**src/rtl/guess_turn_ctrl.sv**
```systemverilog
// Turn controller for the two-player number-guessing judge: digit entry, compare, window narrowing, turn passing.
// Optional entry timeout enabled by defining GUESS_TIMEOUT_EN.
module guess_turn_ctrl #(
    parameter int MAX_ATTEMPTS  = 7,
    parameter int HOLD_TICKS    = 4,
    parameter int TIMEOUT_TICKS = 40
) (
    input  logic       clk,
    input  logic       rst,
    input  logic       tick,
    input  logic       start,
    input  logic [6:0] secret,
    input  logic       digit_valid,
    input  logic [3:0] digit,
    input  logic       enter,
    input  logic       clear,
    output logic [2:0] state,
    output logic       player,
    output logic [7:0] guess_bcd,
    output logic [6:0] left,
    output logic [6:0] right,
    output logic [3:0] attempts0,
    output logic [3:0] attempts1,
    output logic [1:0] winner,
    output logic       hit,
    output logic       out_of_range,
    output logic       timeout
);

    typedef enum logic [2:0] {
        S_IDLE   = 3'd0,
        S_ENTRY  = 3'd1,
        S_CHECK  = 3'd2,
        S_RESULT = 3'd3,
        S_DONE   = 3'd4
    } state_t;

    localparam int CNT_MAX = (HOLD_TICKS > TIMEOUT_TICKS) ? HOLD_TICKS : TIMEOUT_TICKS;
    localparam int CW      = $clog2(CNT_MAX + 1);
    localparam logic [3:0] MAX_A = 4'(MAX_ATTEMPTS);
    localparam logic [7:0] BLANK = 8'hBB;

    state_t st, st_n;
    logic          player_n;
    logic [7:0]    guess_n;
    logic [1:0]    dcnt, dcnt_n;
    logic [6:0]    left_n, right_n;
    logic [3:0]    a0_n, a1_n;
    logic [1:0]    winner_n;
    logic [6:0]    secret_q, secret_n;
    logic [CW-1:0] tcnt, tcnt_n;
    logic          hit_n, oor_n, to_n;
    logic          turn_end;
    logic [3:0]    tens_v, ones_v;
    logic [6:0]    value;

    function automatic logic [3:0] inc_sat(input logic [3:0] a);
        return (a == 4'd15) ? 4'd15 : a + 4'd1;
    endfunction

    assign state = st;

    // A blank (or any non-decimal) nibble contributes 0 to the guessed value.
    always_comb begin
        tens_v = (guess_bcd[7:4] > 4'd9) ? 4'd0 : guess_bcd[7:4];
        ones_v = (guess_bcd[3:0] > 4'd9) ? 4'd0 : guess_bcd[3:0];
        value  = {3'b000, tens_v} * 7'd10 + {3'b000, ones_v};
    end

    always_comb begin
        st_n     = st;
        player_n = player;
        guess_n  = guess_bcd;
        dcnt_n   = dcnt;
        left_n   = left;
        right_n  = right;
        a0_n     = attempts0;
        a1_n     = attempts1;
        winner_n = winner;
        secret_n = secret_q;
        tcnt_n   = tcnt;
        hit_n    = 1'b0;
        oor_n    = 1'b0;
        to_n     = 1'b0;
        turn_end = 1'b0;

        case (st)
            S_IDLE, S_DONE: begin
                if (start && secret >= 7'd1 && secret <= 7'd98) begin
                    secret_n = secret;
                    left_n   = 7'd0;
                    right_n  = 7'd99;
                    a0_n     = 4'd0;
                    a1_n     = 4'd0;
                    player_n = 1'b0;
                    winner_n = 2'b00;
                    guess_n  = BLANK;
                    dcnt_n   = 2'd0;
                    st_n     = S_ENTRY;
                end
            end
            S_ENTRY: begin
                if (clear) begin
                    guess_n = BLANK;
                    dcnt_n  = 2'd0;
                    tcnt_n  = '0;
                end else if (enter && dcnt != 2'd0) begin
                    st_n = S_CHECK;
                end else if (digit_valid) begin
                    tcnt_n = '0;
                    if (digit <= 4'd9) begin
                        guess_n = {guess_bcd[3:0], digit};
                        if (dcnt != 2'd2) dcnt_n = dcnt + 2'd1;
                    end
                end
`ifdef GUESS_TIMEOUT_EN
                else if (tick) begin
                    if (tcnt == CW'(TIMEOUT_TICKS - 1)) begin
                        to_n     = 1'b1;
                        guess_n  = BLANK;
                        dcnt_n   = 2'd0;
                        tcnt_n   = '0;
                        turn_end = 1'b1;
                        if (player) a1_n = inc_sat(attempts1);
                        else        a0_n = inc_sat(attempts0);
                    end else begin
                        tcnt_n = tcnt + 1'b1;
                    end
                end
`endif
            end
            S_CHECK: begin
                if (player) a1_n = inc_sat(attempts1);
                else        a0_n = inc_sat(attempts0);
                if (value == secret_q) begin
                    left_n   = secret_q;
                    right_n  = secret_q;
                    winner_n = player ? 2'b10 : 2'b01;
                    hit_n    = 1'b1;
                    st_n     = S_DONE;
                end else if (value > left && value < right) begin
                    if (value < secret_q) left_n = value;
                    else                  right_n = value;
                    st_n = S_RESULT;
                end else begin
                    oor_n = 1'b1;
                    st_n  = S_RESULT;
                end
            end
            S_RESULT: begin
                if (tick) begin
                    if (tcnt == CW'(HOLD_TICKS - 1)) begin
                        guess_n  = BLANK;
                        dcnt_n   = 2'd0;
                        turn_end = 1'b1;
                    end else begin
                        tcnt_n = tcnt + 1'b1;
                    end
                end
            end
            default: st_n = S_IDLE;
        endcase

        // End of a turn: draw when both are exhausted, otherwise hand over unless the other player is out.
        if (turn_end) begin
            if (a0_n >= MAX_A && a1_n >= MAX_A) begin
                winner_n = 2'b11;
                st_n     = S_DONE;
            end else begin
                if ((player ? a0_n : a1_n) < MAX_A) player_n = ~player;
                st_n = S_ENTRY;
            end
        end

        if (st_n != st || player_n != player) tcnt_n = '0;
    end

    always_ff @(posedge clk) begin
        if (rst) begin
            st           <= S_IDLE;
            player       <= 1'b0;
            guess_bcd    <= BLANK;
            dcnt         <= 2'd0;
            left         <= 7'd0;
            right        <= 7'd99;
            attempts0    <= 4'd0;
            attempts1    <= 4'd0;
            winner       <= 2'b00;
            secret_q     <= 7'd0;
            tcnt         <= '0;
            hit          <= 1'b0;
            out_of_range <= 1'b0;
            timeout      <= 1'b0;
        end else begin
            st           <= st_n;
            player       <= player_n;
            guess_bcd    <= guess_n;
            dcnt         <= dcnt_n;
            left         <= left_n;
            right        <= right_n;
            attempts0    <= a0_n;
            attempts1    <= a1_n;
            winner       <= winner_n;
            secret_q     <= secret_n;
            tcnt         <= tcnt_n;
            hit          <= hit_n;
            out_of_range <= oor_n;
            timeout      <= to_n;
        end
    end

endmodule

```
**config.mk**
```make
export PLATFORM = sky130hd
export DESIGN_NAME = guess_turn_ctrl
export DESIGN_NICKNAME = d
export VERILOG_FILES = /design/src/rtl/guess_turn_ctrl.sv
export SDC_FILE = /design/constraint.sdc
export NUM_CORES = 1
export LEC_CHECK = 0
export ABC_AREA = 1
export BUFFER_PORTS_ARGS = -buffer_cell sky130_fd_sc_hd__buf_2
export CAP_MARGIN = 20
export CORE_MARGIN = 3
export CORE_UTILIZATION = 33
export CTS_CLUSTER_SIZE = 12
export DETAILED_ROUTE_END_ITERATION = 8
export PLACE_DENSITY_LB_ADDON = 0.25
export SLEW_MARGIN = 25
export SYNTH_ARGS = -nofsm -noshare
export SYNTH_HDL_FRONTEND = slang
export SYNTH_SLANG_ARGS = --single-unit
```
**constraint.sdc**
```tcl
create_clock -name clk -period 8.3 [get_ports clk]
set_input_delay 1.245 -clock clk [delete_from_list [all_inputs] [get_ports clk]]
set_output_delay 1.245 -clock clk [all_outputs]
set_load 0.01 [all_outputs]
```
# Yosys cells after proc, flatten, opt, wreduce, memory -nomap -nowiden
# Index checks and enable logic that the tools add are counted.
# word_totals
regBits,53
input_bits,18
output_inout_bits,39
wordCells,142
# op_classes
n_addsub,5
multipliers,1
n_lt_le_gt_ge,11
n_eq_ne,22
n_mux,67
bitwise_logic,2
reduce_logical,21
# ops
op,count
$mux 7,8
$mux 8,7
$mux 4,9
$mux 6,5
$pmux 7 s2,2
$mux 2,13
$pmux 8 s3,1
$ne 3x3->1 const B,7
$mux 3,6
$pmux 4 s2,2
$lt 7x7->1,2
$pmux 3 s4,1
$pmux 6 s2,1
$mux 1,10
$ne 2x2->1 const B,5
$add 4x1->4 const B,2
$eq 4x4->1 const B,2
$ge 4x3->1 const B,2
$gt 4x4->1 const B,2
$reduce_and 4->1,2
$reduce_and 8->1,1
$add 7x4->7,1
$eq 7x7->1,1
$ge 7x1->1 const B,1
other kinds (26),36

# Depth between registers and ports, before layout
# depth
word_depth,13
ltp_mapped,24
mapped_depth_nobuf,24

# Least setup slack after synthesis
# OpenSTA, ideal clock, no wires.
# synth_timing
path_type,register to register
from,register guess_bcd[5]
to,register right[1]
setup_time_ps,140
t_arrival_ps,3427
t_required_ps,8160
path_slack_ps,4734
stages_incl_launch_ff,23
n_path_buf,0
synth_period_minus_slack_ps,3566
path_cell_list,dfxtp_1 o21ai_1 inv_1 nor2_1 ha_1 ha_1 inv_1 fa_1 nor2_1 xor2_1 inv_1 ha_1 nand2_1 nor2_1 nand2_1 inv_1 nor2_4 inv_1 or2_1 nand3_2 inv_2 o21ai_0 o211ai_1
# synth_via
elab_chain_len,8
word_cells_on_any_way,16
classes_between,add/sub (1); mul (1); order compare (4); eq/ne (3); mux (5); reduce/logical (2)
# synth_rtl
element,line_no,source
"start, declared",19,"output logic [7:0] guess_bcd,"
"start signal, assigned",197,guess_bcd <= guess_n;
$gt 4x4->1,65,tens_v = (guess_bcd[7:4] > 4'd9) ? 4'd0 : guess_bcd[7:4];
$mux 4 (*),65,
$mul 4x3->6 (*),67,"value = {3'b000, tens_v} * 7'd10 + {3'b000, ones_v};"
$add 7x4->7 (*),67,
"$gt 7x7->1, or another cell as far along",141,end else if (value > left && value < right) begin
$logic_and 1x1->1 or $mux 7 (tied branches),141,
$ne 3x3->1 (no source line) or $mux 7 (tied branches),n/a,
$reduce_and 4->1 (no source line) or $pmux 7 s2 (tied branches),n/a,
"end signal, assigned",200,right <= right_n;
"end, declared",21,"output logic [6:0] right,"
# Every way passes the cells marked *; elsewhere a longest branch is shown, timed or not. The select of a mux whose other input is x is not followed.
# A chain may end at the register's enable or synchronous reset.

# Worst setup path after layout
# Ends and elaborated chain as after synthesis.

==> impl_metrics.yaml <==
run_status:
  run_status: "completed"
grt:
  total_track_usage_pct: 15.2
  wire_length_of_the_first_global_routing_pass_mm: 14.3
  grt_antenna_before_repair: 0
  grt_pass1_vias: 3007
  pin_count_of_the_biggest_net_entering_global_routing: 27
  overflow: 0
floorplanning:
  die_height_um: 109
  site_rows: 36
  io_pins: 57
  initial_utilization_pct: 34.7
  core_um2: 10000
  fp.dieArea_um2: 11800
  die_w_um: 109
clock_network:
  tritoncts: "built"
  worst_skew_pair.late_latency_ns: 0.31
  tritoncts_num_sinks: 53
  ctsRootBufferMaster: "sky130_fd_sc_hd__clkbuf_8"
  cts.repair.resized: 0
  cts_htree_levels: 2
  cts_hold_buffers: 0
  clk_pin_slew_ns: 0.10
  numCtsBuffers: 5
  cts-root-to-sink-buffers: 2
  post_cts.repair.setup_buffers: 0
detailed_routing:
  drt_pass1_iterations: 4
  route.vias.total: 3251
  wl_per_cell_um: 12.9
  avgViaCountPerCell: 4.80
  drtIter0Drc: 135
  routed_wirelength_mm: 8.75
  remaining_antenna_violation_count: 0
  drc: 0
synthesis:
  post-synth-top-area-fraction_pct: 30.6
  synthesis.yosys.warnings: 0
  mappedNetlistNets: 539
  synth_top_flop_cell: "sky130_fd_sc_hd__dfxtp_1"
  ys_ff_latch: 53
  synth_cells: 490
  yosysTopAreaCell: "sky130_fd_sc_hd__dfxtp_1"
  mappedNetlistArea_um2: 3470
  synth-edff-count: 0
  yosys-top-cells-area: "sky130_fd_sc_hd__dfxtp_1 (31%), sky130_fd_sc_hd__ha_1 (11%), sky130_fd_sc_hd__nand2_1 (8.9%), sky130_fd_sc_hd__inv_1 (8.4%), sky130_fd_sc_hd__o21ai_0 (5.3%)"
  ys_async_sr_fraction_pct: 0
  yosys.cell_count.top_type: "sky130_fd_sc_hd__nand2_1"
  top_cells_by_instance_count_after_synthesis: "sky130_fd_sc_hd__nand2_1 (82), sky130_fd_sc_hd__inv_1 (78), sky130_fd_sc_hd__dfxtp_1 (53)"
  post_synthesis_sequential_area_ratio_pct: 30.6
  syn-mean-instance-area_um2: 7.08
  synth.lib_cells_used.distinct: 42
setup_path:
  crit_path_top_delay_cell: "sky130_fd_sc_hd__fa_1"
  regToRegEndpoint: "right[1]$_SDFFE_PP1P_"
  worst_path_most_repeated_cell: "sky130_fd_sc_hd__inv_1"
  worstPathMaxFanout: 9
  cp_slowest_stage_delay_ns: 0.48
  crit_path_cell_trace: "o21ai_1 -> inv_1 -> nor2_1 -> ha_1 -> ha_1 -> inv_1 -> fa_1 -> nor2_1 -> xor2_1 -> inv_1 -> ha_1 -> nand2_1 -> nor2_1 -> nand2_1 -> inv_1 -> nor2_4 -> inv_1 -> or2_1 -> nand3_2 -> inv_2 -> o21ai_0 -> o211ai_1"
  r2r-start: "guess_bcd[5]$_SDFFE_PP1P_"
  timing.setup.critical_path_class: "register to register"
  reg2regPathDepth: 22
  r2r_slack_ns: 4.23
  timing.critical_path.required_ns: 8.46
  crit_path_dat_ns: 4.23
  start_kind: "register"
  crit_path_end_kind: "register"
power:
  p_seq_share_pct: 36.9
  power_frac_comb_pct: 44.2
  cellPowerDensity_nw_per_um2: 199
  p_sw_w: 0.000320
  clockPowerShare_pct: 18.9
  internal_power_w: 0.000464
  swShare_pct: 40.8
  vdd_ir_drop_max_mv: 0.0805
  leakagePower_nw: 1.87
layout:
  area_growth_pct: 13.8
  n_fill_cell: 1099
  post_route_cells_drive_above_1_share_pct: 19.1
  design.final.nets: 592
  post-route-util_pct: 39.5
  multiInputGateArea_um2: 2030
  sequential_cell_area_um2: 1060
  fin_area_um2: 3950
  insertedDiodeCount: 0
placement:
  finalWeightedCongestion: 0.843
  io_buffers: 55
  dpl_cell_area_um2: 3860
  dpl.hpwl_mm: 6.92
sta:
  rsz_0062_raised_after_global_routing: "false"
  post-route-period-util_pct: 49.0
  fin_skew_ns: 0.00844
  finalHoldViolCount: 0
  finalMaxSlewViolations: 0
  finalSetupViolations: 0
  whs_ns: 0.489
  achievable-frequency_mhz: 246
  tightest_slew_ns: 0.763
  maxSlewHeadroom_pct: 49.1
  post-route-min-period_ns: 4.07
  fin_setup_tns_ns: 0
hold_path:
  hold_path_startpoint: "secret_q[1]$_SDFFE_PP0P_"
  hold_path_end: "secret_q[1]$_SDFFE_PP0P_"
  worst_hold_path_type: "register to register"
  worstHoldPathCells: 2
job:
  maxCapViolations: 0
-- worst max-delay path, delay by kind of cell, from the launching register on --
| family | cells | cell delay, ns |
|---|---|---|
| and+or+nand+nor | 8 | 1.20 |
| AOI/OAI and AO/OA | 3 | 0.43 |
| adders and majority gates | 4 | 1.10 |
| buffers and inverters | 6 | 0.59 |
| xor gates and xnor gates | 1 | 0.24 |
| DFF | 1 | 0.35 |
-- final cells by class --
cell class | count | share of cell area, %
well taps | 133 | 4.22
repair buffers | 55 | 6.97
clock buffers | 6 | 1.84
clock inverters | 2 | 0.349
multi-input cells | 342 | 51.5
inverters | 86 | 8.21
flip-flops and latches | 53 | 26.9
-- cells by family (layout without fill, tap and decap cells) --
group,after synthesis,count (layout),synth area share [%]
simple gates,188,188,26.1
compound gates,114,114,19.1
buf+inv,95,149,10.8
flops,53,53,30.6
fa+ha+maj,31,31,11.4
xor+xnor,7,7,1.77
other cells,2,2,0.216
-- power by group through the flow --
stage	clock network (W)	registers (W)	logic, W
2_1_floorplan	0	0.000301	0.000248
3_3_place_gp	0	0.000295	0.000338
3_5_place_dp	0	0.000296	0.000347
4_1_cts	0.000156	0.000290	0.000350
5_1_grt	0.000164	0.000293	0.000400
6_report	0.000148	0.000290	0.000347
-- worst max path at each step --
stage | depth (start not counted) | endpoint | from | slack [ns]
6_report | 22 | right[1]$_SDFFE_PP1P_ | guess_bcd[5]$_SDFFE_PP1P_ | 4.23
3_5_place_dp | 22 | right[1]$_SDFFE_PP1P_ | guess_bcd[5]$_SDFFE_PP1P_ | 4.26
5_1_grt | 22 | right[1]$_SDFFE_PP1P_ | guess_bcd[5]$_SDFFE_PP1P_ | 3.78
3_3_place_gp | 22 | right[1]$_SDFFE_PP1P_ | guess_bcd[5]$_SDFFE_PP1P_ | 4.46
2_1_floorplan | 22 | right[1]$_SDFFE_PP1P_ | guess_bcd[5]$_SDFFE_PP1P_ | 4.73
4_1_cts | 22 | right[1]$_SDFFE_PP1P_ | guess_bcd[5]$_SDFFE_PP1P_ | 4.22
-- per-layer routing --
metal / track usage, % / up-vias / share of wire (%)
li1: - / 1714 / -
met1: 20.5 / 1451 / 49
met2: 24.9 / 72 / 45
met3: 2.75 / 14 / 4.4
met4: 4.42 / 0 / 1.8
met5: 0 / - / 0
-- placed cells by master (no fill, tap or decap), drive strengths merged --
cell / Yosys / final
nand2: 87 / 87
inv: 85 / 86
nor2: 59 / 59
buf: 4 / 55
dfxtp: 53 / 53
o21ai: 46 / 46
a21oi: 37 / 37
ha: 30 / 30
nand3: 28 / 28
o211ai: 9 / 9
nand4: 8 / 8
clkbuf: 5 / 6
a31oi: 5 / 5
xor2: 5 / 5
a211oi: 5 / 5
o31ai: 4 / 4
a22oi: 3 / 3
nor3: 3 / 3
or2: 3 / 3
o22ai: 2 / 2
xnor2: 2 / 2
clkinv: 1 / 2
conb: 2 / 2
o21a: 1 / 1
a21o: 1 / 1
a221oi: 1 / 1
fa: 1 / 1
-- sequential cells by signal (all words and copies together), names as in the netlist --
signal        cells
winner            2
out_of_range      1
player            1
tcnt              6
left              7
attempts1         4
right             7
guess_bcd         8
state             3
dcnt              2
secret_q          7
attempts0         4
hit               1
-- through the flow --
stage	power (W)	std cells	worst slack, ns
after floorplan	0.000549	490	4.73
after global placement	0.000634	669	4.46
after detailed placement	0.000643	669	4.26
after CTS	0.000797	677	4.22
after global routing	0.000857	677	3.78
final	0.000785	677	4.23
Note: power is estimated with default switching activity, not from simulation.
